**src/rtl/apb_master_bridge_if.sv**
```systemverilog
// Command/response stream and APB bus bundle for apb_master_bridge.
// The master modport is the bridge's view; the slave modport is the view of
// whatever sits on the far side (command source, response sink and APB slave).
interface apb_master_bridge_if #(
   parameter int BUS_WIDTH  = 32,
   parameter int ADDR_WIDTH = 16,
   parameter int STRB_WIDTH = 4
);
   // command stream
   logic                  cmd_valid_i;
   logic                  cmd_ready_o;
   logic                  cmd_write_i;
   logic [ADDR_WIDTH-1:0] cmd_addr_i;
   logic [BUS_WIDTH-1:0]  cmd_wdata_i;
   logic [STRB_WIDTH-1:0] cmd_strb_i;
   // response stream
   logic                  rsp_valid_o;
   logic [BUS_WIDTH-1:0]  rsp_rdata_o;
   logic                  rsp_slverr_o;
   logic                  rsp_timeout_o;
   // APB
   logic                  psel_o;
   logic                  penable_o;
   logic                  pwrite_o;
   logic [ADDR_WIDTH-1:0] paddr_o;
   logic [BUS_WIDTH-1:0]  pwdata_o;
   logic [STRB_WIDTH-1:0] pstrb_o;
   logic [BUS_WIDTH-1:0]  prdata_i;
   logic                  pready_i;
   logic                  pslverr_i;
   // accelerator status
   logic                  busy_i;

   modport master (
      input  cmd_valid_i, cmd_write_i, cmd_addr_i, cmd_wdata_i, cmd_strb_i,
      output cmd_ready_o,
      output rsp_valid_o, rsp_rdata_o, rsp_slverr_o, rsp_timeout_o,
      output psel_o, penable_o, pwrite_o, paddr_o, pwdata_o, pstrb_o,
      input  prdata_i, pready_i, pslverr_i, busy_i
   );

   modport slave (
      output cmd_valid_i, cmd_write_i, cmd_addr_i, cmd_wdata_i, cmd_strb_i,
      input  cmd_ready_o,
      input  rsp_valid_o, rsp_rdata_o, rsp_slverr_o, rsp_timeout_o,
      input  psel_o, penable_o, pwrite_o, paddr_o, pwdata_o, pstrb_o,
      output prdata_i, pready_i, pslverr_i, busy_i
   );
endinterface

```
**src/rtl/apb_master_bridge.sv**
```systemverilog
// APB initiator: turns each accepted valid/ready command into one APB
// transfer (SETUP then ACCESS) and returns a single-cycle response pulse.
// Optional feature macro APB_MASTER_TIMEOUT_EN: aborts an ACCESS phase that
// sees no pready_i for TIMEOUT_CYCLES cycles and reports slverr + timeout.
// All APB and response outputs come straight from flops.
module apb_master_bridge #(
   parameter int BUS_WIDTH      = 32,
   parameter int ADDR_WIDTH     = 16,
   parameter int STRB_WIDTH     = 4,
   parameter int TIMEOUT_CYCLES = 64
) (
   input  logic                 clk_i,
   input  logic                 rst_ni,
   apb_master_bridge_if.master  bus
);

   localparam logic [1:0] ST_IDLE   = 2'd0;
   localparam logic [1:0] ST_SETUP  = 2'd1;
   localparam logic [1:0] ST_ACCESS = 2'd2;

   if (TIMEOUT_CYCLES < 2) begin : g_timeout_range
      $error("apb_master_bridge: TIMEOUT_CYCLES must be at least 2");
   end

   logic [1:0]            state_r, state_s;
   logic                  cmd_ready_r, cmd_ready_s;
   logic                  psel_r, psel_s;
   logic                  penable_r, penable_s;
   logic                  pwrite_r, pwrite_s;
   logic [ADDR_WIDTH-1:0] paddr_r, paddr_s;
   logic [BUS_WIDTH-1:0]  pwdata_r, pwdata_s;
   logic [STRB_WIDTH-1:0] pstrb_r, pstrb_s;
   logic                  rsp_valid_r, rsp_valid_s;
   logic [BUS_WIDTH-1:0]  rsp_rdata_r, rsp_rdata_s;
   logic                  rsp_slverr_r, rsp_slverr_s;

   // busy_i is status only; software reads it over APB, the FSM ignores it
   logic unused_busy_s;
   assign unused_busy_s = bus.busy_i;

`ifdef APB_MASTER_TIMEOUT_EN
   localparam int CNT_W = (TIMEOUT_CYCLES > 2) ? $clog2(TIMEOUT_CYCLES) : 1;
   localparam logic [CNT_W-1:0] CNT_LAST = CNT_W'(TIMEOUT_CYCLES - 1);
   localparam logic [CNT_W-1:0] CNT_ONE  = CNT_W'(1'b1);
   logic [CNT_W-1:0] wait_cnt_r, wait_cnt_s;
   logic             rsp_timeout_r, rsp_timeout_s;
`endif

   // next-state and next-output decode for the IDLE/SETUP/ACCESS sequence
   always_comb begin
      state_s      = state_r;
      cmd_ready_s  = cmd_ready_r;
      psel_s       = psel_r;
      penable_s    = penable_r;
      pwrite_s     = pwrite_r;
      paddr_s      = paddr_r;
      pwdata_s     = pwdata_r;
      pstrb_s      = pstrb_r;
      rsp_valid_s  = 1'b0;
      rsp_rdata_s  = rsp_rdata_r;
      rsp_slverr_s = rsp_slverr_r;
`ifdef APB_MASTER_TIMEOUT_EN
      wait_cnt_s    = wait_cnt_r;
      rsp_timeout_s = rsp_timeout_r;
`endif
      case (state_r)
         ST_IDLE: begin
            if (bus.cmd_valid_i && cmd_ready_r) begin
               // the address/data flops double as the command latch
               state_s     = ST_SETUP;
               cmd_ready_s = 1'b0;
               psel_s      = 1'b1;
               penable_s   = 1'b0;
               pwrite_s    = bus.cmd_write_i;
               paddr_s     = bus.cmd_addr_i;
               pwdata_s    = bus.cmd_write_i ? bus.cmd_wdata_i : {BUS_WIDTH{1'b0}};
               pstrb_s     = bus.cmd_write_i ? bus.cmd_strb_i : {STRB_WIDTH{1'b0}};
            end else begin
               cmd_ready_s = 1'b1;
               psel_s      = 1'b0;
               penable_s   = 1'b0;
            end
         end
         ST_SETUP: begin
            state_s   = ST_ACCESS;
            penable_s = 1'b1;
`ifdef APB_MASTER_TIMEOUT_EN
            wait_cnt_s = {CNT_W{1'b0}};
`endif
         end
         ST_ACCESS: begin
            if (bus.pready_i) begin
               // normal completion also wins over a timeout on the same cycle
               state_s      = ST_IDLE;
               cmd_ready_s  = 1'b1;
               psel_s       = 1'b0;
               penable_s    = 1'b0;
               rsp_valid_s  = 1'b1;
               rsp_rdata_s  = pwrite_r ? {BUS_WIDTH{1'b0}} : bus.prdata_i;
               rsp_slverr_s = bus.pslverr_i;
`ifdef APB_MASTER_TIMEOUT_EN
               rsp_timeout_s = 1'b0;
`endif
            end else begin
`ifdef APB_MASTER_TIMEOUT_EN
               if (wait_cnt_r == CNT_LAST) begin
                  state_s       = ST_IDLE;
                  cmd_ready_s   = 1'b1;
                  psel_s        = 1'b0;
                  penable_s     = 1'b0;
                  rsp_valid_s   = 1'b1;
                  rsp_rdata_s   = {BUS_WIDTH{1'b0}};
                  rsp_slverr_s  = 1'b1;
                  rsp_timeout_s = 1'b1;
               end else begin
                  wait_cnt_s = wait_cnt_r + CNT_ONE;
               end
`else
               state_s = ST_ACCESS;
`endif
            end
         end
         default: begin
            state_s     = ST_IDLE;
            cmd_ready_s = 1'b1;
            psel_s      = 1'b0;
            penable_s   = 1'b0;
         end
      endcase
   end

   // state and output registers; reset drops the bus and discards any command
   always_ff @(posedge clk_i or negedge rst_ni) begin
      if (!rst_ni) begin
         state_r      <= ST_IDLE;
         cmd_ready_r  <= 1'b1;
         psel_r       <= 1'b0;
         penable_r    <= 1'b0;
         pwrite_r     <= 1'b0;
         paddr_r      <= {ADDR_WIDTH{1'b0}};
         pwdata_r     <= {BUS_WIDTH{1'b0}};
         pstrb_r      <= {STRB_WIDTH{1'b0}};
         rsp_valid_r  <= 1'b0;
         rsp_rdata_r  <= {BUS_WIDTH{1'b0}};
         rsp_slverr_r <= 1'b0;
      end else begin
         state_r      <= state_s;
         cmd_ready_r  <= cmd_ready_s;
         psel_r       <= psel_s;
         penable_r    <= penable_s;
         pwrite_r     <= pwrite_s;
         paddr_r      <= paddr_s;
         pwdata_r     <= pwdata_s;
         pstrb_r      <= pstrb_s;
         rsp_valid_r  <= rsp_valid_s;
         rsp_rdata_r  <= rsp_rdata_s;
         rsp_slverr_r <= rsp_slverr_s;
      end
   end

`ifdef APB_MASTER_TIMEOUT_EN
   // ACCESS wait counter and timeout flag
   always_ff @(posedge clk_i or negedge rst_ni) begin
      if (!rst_ni) begin
         wait_cnt_r    <= {CNT_W{1'b0}};
         rsp_timeout_r <= 1'b0;
      end else begin
         wait_cnt_r    <= wait_cnt_s;
         rsp_timeout_r <= rsp_timeout_s;
      end
   end
   assign bus.rsp_timeout_o = rsp_timeout_r;
`else
   assign bus.rsp_timeout_o = 1'b0;
`endif

   assign bus.cmd_ready_o  = cmd_ready_r;
   assign bus.psel_o       = psel_r;
   assign bus.penable_o    = penable_r;
   assign bus.pwrite_o     = pwrite_r;
   assign bus.paddr_o      = paddr_r;
   assign bus.pwdata_o     = pwdata_r;
   assign bus.pstrb_o      = pstrb_r;
   assign bus.rsp_valid_o  = rsp_valid_r;
   assign bus.rsp_rdata_o  = rsp_rdata_r;
   assign bus.rsp_slverr_o = rsp_slverr_r;

endmodule

```
**src/flat_wrapper.sv**
```systemverilog
// flat-port wrapper written by rule: the top's interface ports become plain ports
module apb_master_bridge_flat 
#(
   parameter int BUS_WIDTH      = 32,
   parameter int ADDR_WIDTH     = 16,
   parameter int STRB_WIDTH     = 4,
   parameter int TIMEOUT_CYCLES = 64
)
  (clk_i, rst_ni, bus_cmd_valid_i, bus_cmd_write_i, bus_cmd_addr_i, bus_cmd_wdata_i, bus_cmd_strb_i, bus_cmd_ready_o, bus_rsp_valid_o, bus_rsp_rdata_o, bus_rsp_slverr_o, bus_rsp_timeout_o, bus_psel_o, bus_penable_o, bus_pwrite_o, bus_paddr_o, bus_pwdata_o, bus_pstrb_o, bus_prdata_i, bus_pready_i, bus_pslverr_i, bus_busy_i);
  apb_master_bridge_if #(.BUS_WIDTH(BUS_WIDTH), .ADDR_WIDTH(ADDR_WIDTH), .STRB_WIDTH(STRB_WIDTH)) bus_i ();
  input  logic clk_i;
  input  logic rst_ni;
  input wire logic [$bits(bus_i.cmd_valid_i)-1:0] bus_cmd_valid_i;
  input wire logic [$bits(bus_i.cmd_write_i)-1:0] bus_cmd_write_i;
  input wire logic [$bits(bus_i.cmd_addr_i)-1:0] bus_cmd_addr_i;
  input wire logic [$bits(bus_i.cmd_wdata_i)-1:0] bus_cmd_wdata_i;
  input wire logic [$bits(bus_i.cmd_strb_i)-1:0] bus_cmd_strb_i;
  output wire logic [$bits(bus_i.cmd_ready_o)-1:0] bus_cmd_ready_o;
  output wire logic [$bits(bus_i.rsp_valid_o)-1:0] bus_rsp_valid_o;
  output wire logic [$bits(bus_i.rsp_rdata_o)-1:0] bus_rsp_rdata_o;
  output wire logic [$bits(bus_i.rsp_slverr_o)-1:0] bus_rsp_slverr_o;
  output wire logic [$bits(bus_i.rsp_timeout_o)-1:0] bus_rsp_timeout_o;
  output wire logic [$bits(bus_i.psel_o)-1:0] bus_psel_o;
  output wire logic [$bits(bus_i.penable_o)-1:0] bus_penable_o;
  output wire logic [$bits(bus_i.pwrite_o)-1:0] bus_pwrite_o;
  output wire logic [$bits(bus_i.paddr_o)-1:0] bus_paddr_o;
  output wire logic [$bits(bus_i.pwdata_o)-1:0] bus_pwdata_o;
  output wire logic [$bits(bus_i.pstrb_o)-1:0] bus_pstrb_o;
  input wire logic [$bits(bus_i.prdata_i)-1:0] bus_prdata_i;
  input wire logic [$bits(bus_i.pready_i)-1:0] bus_pready_i;
  input wire logic [$bits(bus_i.pslverr_i)-1:0] bus_pslverr_i;
  input wire logic [$bits(bus_i.busy_i)-1:0] bus_busy_i;
  assign bus_i.cmd_valid_i = bus_cmd_valid_i;
  assign bus_i.cmd_write_i = bus_cmd_write_i;
  assign bus_i.cmd_addr_i = bus_cmd_addr_i;
  assign bus_i.cmd_wdata_i = bus_cmd_wdata_i;
  assign bus_i.cmd_strb_i = bus_cmd_strb_i;
  assign bus_cmd_ready_o = bus_i.cmd_ready_o;
  assign bus_rsp_valid_o = bus_i.rsp_valid_o;
  assign bus_rsp_rdata_o = bus_i.rsp_rdata_o;
  assign bus_rsp_slverr_o = bus_i.rsp_slverr_o;
  assign bus_rsp_timeout_o = bus_i.rsp_timeout_o;
  assign bus_psel_o = bus_i.psel_o;
  assign bus_penable_o = bus_i.penable_o;
  assign bus_pwrite_o = bus_i.pwrite_o;
  assign bus_paddr_o = bus_i.paddr_o;
  assign bus_pwdata_o = bus_i.pwdata_o;
  assign bus_pstrb_o = bus_i.pstrb_o;
  assign bus_i.prdata_i = bus_prdata_i;
  assign bus_i.pready_i = bus_pready_i;
  assign bus_i.pslverr_i = bus_pslverr_i;
  assign bus_i.busy_i = bus_busy_i;
  apb_master_bridge #(.BUS_WIDTH(BUS_WIDTH), .ADDR_WIDTH(ADDR_WIDTH), .STRB_WIDTH(STRB_WIDTH), .TIMEOUT_CYCLES(TIMEOUT_CYCLES)) u_core (.clk_i(clk_i), .rst_ni(rst_ni), .bus(bus_i));
endmodule
```
**config.mk**
```make
export PLATFORM = sky130hd
export DESIGN_NAME = apb_master_bridge_flat
export DESIGN_NICKNAME = d
export VERILOG_FILES = /design/src/rtl/apb_master_bridge_if.sv /design/src/rtl/apb_master_bridge.sv /design/src/flat_wrapper.sv
export SDC_FILE = /design/constraint.sdc
export NUM_CORES = 1
export LEC_CHECK = 0
export CAP_MARGIN = 0
export CORE_MARGIN = 10
export CORE_UTILIZATION = 40
export DETAILED_ROUTE_END_ITERATION = 8
export GPL_TIMING_DRIVEN = 0
export PLACE_DENSITY_LB_ADDON = 0.05
export SLEW_MARGIN = 30
export SYNTH_ARGS = -nofsm -noshare
export SYNTH_HDL_FRONTEND = slang
export SYNTH_SLANG_ARGS = --single-unit
```
**constraint.sdc**
```tcl
create_clock -name clk_i -period 3.3 [get_ports clk_i]
set_input_delay 0.495 -clock clk_i [delete_from_list [all_inputs] [get_ports clk_i]]
set_output_delay 0.495 -clock clk_i [all_outputs]
set_load 0.1 [all_outputs]
```
==> results of run 1 <==
[worst max-delay path by stage]
stage	end	cells past startpoint	slack, ns	start
floorplan	u_core.bus.paddr_o[13]	4	1.44	u_core.bus.cmd_ready_o
global route	bus_cmd_ready_o	1	0.69	u_core.bus.cmd_ready_o
detailed placement	bus_cmd_ready_o	1	1.10	u_core.bus.cmd_ready_o
finish	bus_cmd_ready_o	1	0.75	u_core.bus.cmd_ready_o
CTS	bus_cmd_ready_o	1	0.71	u_core.bus.cmd_ready_o
global placement	u_core.bus.pwdata_o[6]	1	-1.79	rst_ni
[state kept, by name, summed over array words and instances, names as in the netlist, 2 cells and up]
name / count
u_core.bus.pwdata_o: 32
u_core.bus.rsp_rdata_o: 32
u_core.bus.paddr_o: 16
u_core.bus.pstrb_o: 4
u_core.state_r: 2
[layout by cell type (no fill, tap or decap), types with 11 or more instances in the layout]
cell | synthesis | routed
nor2b_1 | 32 | 32
mux2i_1 | 36 | 36
clkbuf_8 | 0 | 11
clkdlybuf4s50_1 | 0 | 176
dfrtp_1 | 91 | 91
mux2_2 | 22 | 22
nand2_1 | 36 | 36
inv_1 | 36 | 36
mux2_4 | 28 | 28
[through the flow]
stage	hold slack (ns)	utilization, %	TNS [ns]	cells
6_report	0.0384	63.5	0	640
5_1_grt	0.0458	63.5	0	640
4_1_cts	0.0362	63.6	0	640
3_5_place_dp	0.433	61.4	0	624
3_3_place_gp	0.476	61.1	-163.13	623
2_1_floorplan	0.199	-	0	312
[layer usage]
metal	GRT usage, %	routed length, um	vias to the layer above
met5	0	0	-
met4	4.98	170	0
met3	6.65	1090	12
met2	22.9	4950	106
met1	17.8	4500	1385
li1	-	-	1373
[synth_stat cells, drive strengths merged]
| cell type | number |
|---|---|
| or2b | 1 |
| clkbuf | 7 |
| nor2b | 32 |
| dfstp | 1 |
| inv | 36 |
| mux2 | 50 |
| nand2 | 36 |
| and4bb | 1 |
| nor2 | 1 |
| a211o | 1 |
| nand2b | 1 |
| dfrtp | 91 |
| mux2i | 36 |
| nor3b | 1 |
| a211oi | 1 |
| conb | 1 |
| and3b | 2 |
| buf | 11 |
| nor4b | 1 |
| a21bo | 1 |
[kinds of logic (layout without fill, tap and decap cells)]
family	Yosys count	in the layout	synth area share [%]
AO/OA/AOI/OAI	3	3	0.653
buffers and inverters	54	249	6.56
flip-flops	92	92	57.2
multiplexers	86	86	25.6
other	1	1	0.0932
AND/OR/NAND/NOR	76	76	9.92
[area by class of cell]
class | instances | area (um^2)
Clock buffer | 11 | 151
Fill cell | 819 | 3570
Multi-Input combinational cell | 166 | 1460
Clock inverter | 5 | 60.1
Timing Repair Buffer | 179 | 1810
Tap cell | 133 | 166
Buffer | 18 | 129
Sequential cell | 92 | 2300
Inverter | 36 | 135
==> results.cfg, run 1 <==
[setup_path]
worst-r2r-cell-count = 4
buffers_plus_inverters_on_the_worst_setup_path = 1
critical_path.cell_chain = clkdlybuf4s50_1
required_ns = 2.80
critical_path.slowest_cell = clkdlybuf4s50_1
crit_family = buffers and inverters
reg2reg_setup_slack_ns = 1.73
crit-reg2reg-launch = u_core.bus.cmd_ready_o
r2r-end = u_core.bus.paddr_o[13]
arrival_ns = 2.06
critPathLaunchType = flop
worst-setup-path-type = reg2out
critical_path.max_stage_delay_ns = 1.15
critical_path.endpoint_type = primary output
timing.critical_path.fanout_max = 4

[logic_synthesis]
avgSynthCellArea_um2 = 12.9
synth_top_area_share_pct = 56.6
synth.yosys.seq_area_share_pct = 57.2
yosysWarnings = 0
netlist_instances = 312
mappedNetlistArea_mm2 = 0.00403
synth_seq_cells = 92
synth.lib_cells_used.distinct = 23
synth_nets = 403
yosys.area.top_type = dfrtp_1
yosys-top-cells-area = dfrtp_1 57%, mux2_4 10%, mux2i_1 9.0%, mux2_2 6.2%, nor2b_1 5.0%

[sta]
unrepaired_setup_endpoints_after_global_routing = no
report.final.hold_viol_count = 0
clock_skew_ns = 0.0115
period_share_pct = 77.4
time_the_worst_path_needs_with_i_o_delays_and_setup_ns = 2.55
finalWorstSetupSlack_ns = 0.747
max_slew_margin_pct = 30.5
setup_viol = 0
achievable_frequency_ghz = 0.392
finalMaxSlewViolations = 0
tightestPinTransition_ns = 1.04

[clock_tree]
post_cts_buffers = 0
number_of_gates_resized_after_cts = 0
cts_tree = done
cts.sink_count = 92
clock_latency_ns = 0.35
number_of_cts_inserted_buffers = 9
clkTransAtPathRegs_ns = 0.10
clock-root-buffer = clkbuf_8
cts-root-to-sink-buffers = 2
cts_hold_buffers = 0
h-tree-depth = 3

[routing]
vias = 2876
final_antenna_net_count = 0
route.final.wire_length_um = 10700
detailedRoute.firstIterationViolations = 100
drt_pass1_iterations = 4
number_of_drc_violations_after_detailed_routing = 0
wl_per_cell_um = 16.7
post_drt_via_cell_ratio = 4.49

[placed_design]
dp.final_hpwl_um = 8280
placement.cell_area_mm2 = 0.00600
place.gp.congestion = 0.702
preCtsSetupSlack_ns = 1.10
numPortBuffers = 178

[final_layout]
syn2layout_area_growth_pct = 54.2
proportion_of_layout_cells_with_a_drive_suffix_above_1_pct = 16.2
num_antenna_cells = 0
final_area_mm2 = 0.00621
final_net_count = 593

[die]
floorplan.die.width_um = 120
die-area_mm2 = 0.0145
coreArea_mm2 = 0.00977
start_util_pct = 41.2
rows = 36
boundaryPins = 182
fp.dieH_um = 120

[global_route]
grt_overflow_total = 0
grt_max_degree = 53
wire_length_of_the_first_global_routing_pass_um = 17000
total_routing_resource_utilization_after_global_routing_pct = 14.7
antenna_found_initial = 0
number_of_global_route_vias_before_repair = 3099

[run]
reported_max_cap_violation_count = 0

[outcome]
run_status = complete, no violations

[worst_hold_path]
hold_path.class = in2async
Power of run 1 is left out: the tool's default activity adds up to more than one toggle a clock period on the data nets, which glitch-free logic cannot reach.
==> inputs of run 2 (changes only) <==
--- a/config.mk
+++ b/config.mk
@@ -7,7 +7,7 @@
 export LEC_CHECK = 0
 export CAP_MARGIN = 0
 export CORE_MARGIN = 10
-export CORE_UTILIZATION = 40
+export CORE_UTILIZATION = 38
 export DETAILED_ROUTE_END_ITERATION = 8
 export GPL_TIMING_DRIVEN = 0
 export PLACE_DENSITY_LB_ADDON = 0.05
==> constraint.sdc (replaced) <==
create_clock -name clk_i -period 2.05 [get_ports clk_i]
set_input_delay 0.3075 -clock clk_i [delete_from_list [all_inputs] [get_ports clk_i]]
set_output_delay 0.3075 -clock clk_i [all_outputs]
set_load 0.1 [all_outputs]
==> run 2 against run 1 <==
Sequential share of layout area up 0.71 points. Cell count rose by 0.31%. Setup slack lost 0.61 ns. Global-route usage shrank 0.17 points. Count of clock-buffer cells in the layout is 1 higher. Non-clock buffer count is 1 higher. First-iteration DRC count up 2.0%. Largest cell class unchanged.
==> results.cfg, run 2 (same netlist as run 1, synthesis figures left out) <==
[outcome]
run_status = complete, no violations

[setup_path]
crit_family = buffers and inverters
arrival_ns = 1.60
critical_path.endpoint_type = primary output
critical_path_cell_count = 1
critPathLaunchType = flop
crit-reg2reg-launch = u_core.bus.cmd_ready_o
worst-r2r-cell-count = 4
buffers_plus_inverters_on_the_worst_setup_path = 1
required_ns = 1.74
reg2reg_setup_slack_ns = 0.47
crit_end = bus_pwdata_o[12]
worst-setup-path-type = reg2out
critical_path.cell_chain = dlygate4sd2_1
timing.critical_path.fanout_max = 2
critPathLaunch = u_core.bus.pwdata_o[12]
critical_path.slowest_cell = dlygate4sd2_1
critical_path.max_stage_delay_ns = 0.88
r2r-end = u_core.bus.paddr_o[13]

[sta]
tightestPinTransition_ns = 1.01
period_share_pct = 93.1
time_the_worst_path_needs_with_i_o_delays_and_setup_ns = 1.91
finalMaxSlewViolations = 0
achievable_frequency_ghz = 0.524
finalWorstSetupSlack_ns = 0.141
setup_viol = 0
unrepaired_setup_endpoints_after_global_routing = no
report.final.hold_viol_count = 0
max_slew_margin_pct = 33.0
clock_skew_ns = 0.0100

[clock_tree]
clkTransAtPathRegs_ns = 0.09
number_of_cts_inserted_buffers = 9
cts_tree = done
clock_latency_ns = 0.35
h-tree-depth = 3
cts.sink_count = 92
clock-root-buffer = clkbuf_8
cts-root-to-sink-buffers = 2

[global_route]
antenna_found_initial = 0
grt_max_degree = 50
total_routing_resource_utilization_after_global_routing_pct = 14.6
number_of_global_route_vias_before_repair = 3122
grt_overflow_total = 0
wire_length_of_the_first_global_routing_pass_um = 17300

[final_layout]
syn2layout_area_growth_pct = 51.4
final_net_count = 594
proportion_of_layout_cells_with_a_drive_suffix_above_1_pct = 15.8
num_antenna_cells = 0
leading_cell_types_in_the_layout_fill_and_taps_excluded = 91 x dfrtp_1, 88 x dlygate4sd2_1, 87 x clkdlybuf4s50_1
most_common_cell_after_layout_fill_and_taps_aside = dfrtp_1
layout.filler_cells = 912
final_util_pct = 59.0

[die]
die-area_mm2 = 0.0151
start_util_pct = 39.0
floorplan.die.width_um = 123
boundaryPins = 182
fp.dieH_um = 123
coreArea_mm2 = 0.0103
rows = 37

[routing]
post_drt_via_cell_ratio = 4.46
wl_per_cell_um = 17.0
detailedRoute.firstIterationViolations = 102
number_of_drc_violations_after_detailed_routing = 0
drt_pass1_iterations = 4
final_antenna_net_count = 0
vias = 2865
route.final.wire_length_um = 10900

[worst_hold_path]
hold_path.class = in2reg
worst_hold_startpoint = bus_cmd_write_i

[placed_design]
numPortBuffers = 178
dp.final_hpwl_um = 8310
preCtsSetupSlack_ns = 0.0567
place.gp.congestion = 0.735

[run]
reported_max_cap_violation_count = 0
-- run 2: what timing repair did --
item	4_1_cts	5_1_grt
setup endpoints to repair	90	1
pin swaps	0	0
hold buffers	1	0
resized for setup	93	1
hold endpoints to repair	43	0
buffers inserted	0	0
-- run 2: stage by stage --
step | cell area [um^2] | cells | hold WS (ns) | setup TNS, ns
2_1_floorplan | 4030 | 312 | 0.0119 | 0
3_3_place_gp | 5980 | 626 | 0.475 | -271.58
3_5_place_dp | 6010 | 627 | 0.263 | 0
4_1_cts | 6100 | 642 | 0.404 | 0
5_1_grt | 6090 | 642 | 0.430 | 0
6_report | 6090 | 642 | 0.412 | 0
-- run 2: area by class of cell --
cell class	instances	area, um^2	share of cell area [%]
plain buffers	18	129	2.12
clock buffers	12	155	2.55
clock inverters	2	35.0	0.575
inverters	36	135	2.22
multi-input cells	166	1460	23.9
flip-flops and latches	92	2300	37.8
well taps	136	170	2.79
repair buffers	180	1710	28.0
-- run 2: how the worst min path moves through the flow --
stage / to / slack [ns] / cells after the start
2_1_floorplan: u_core.bus.paddr_o[0] / 0.01 / 0
3_3_place_gp: u_core.bus.penable_o / 0.48 / 1
3_5_place_dp: u_core.bus.paddr_o[6] / 0.26 / 1
4_1_cts: u_core.bus.pwdata_o[31] / 0.40 / 3
5_1_grt: u_core.bus.pwdata_o[31] / 0.43 / 3
6_report: u_core.bus.pstrb_o[0] / 0.41 / 3
-- run 2: worst register-to-register path: cells and delay by family (launching register included) --
family / cells / cell delay, ns
mux: 1 / 0.32
flops: 1 / 0.56
simple gates: 1 / 0.23
buf+inv: 2 / 0.37
-- run 2: metal layers --
layer,track usage (%),share of wire [%],vias up
met5,0,0,-
met1,17.9,41,1385
met4,4.64,1.1,0
met2,23.1,48,99
met3,5.65,9.7,9
li1,-,-,1372
Power of run 2 is left out for the same reason.
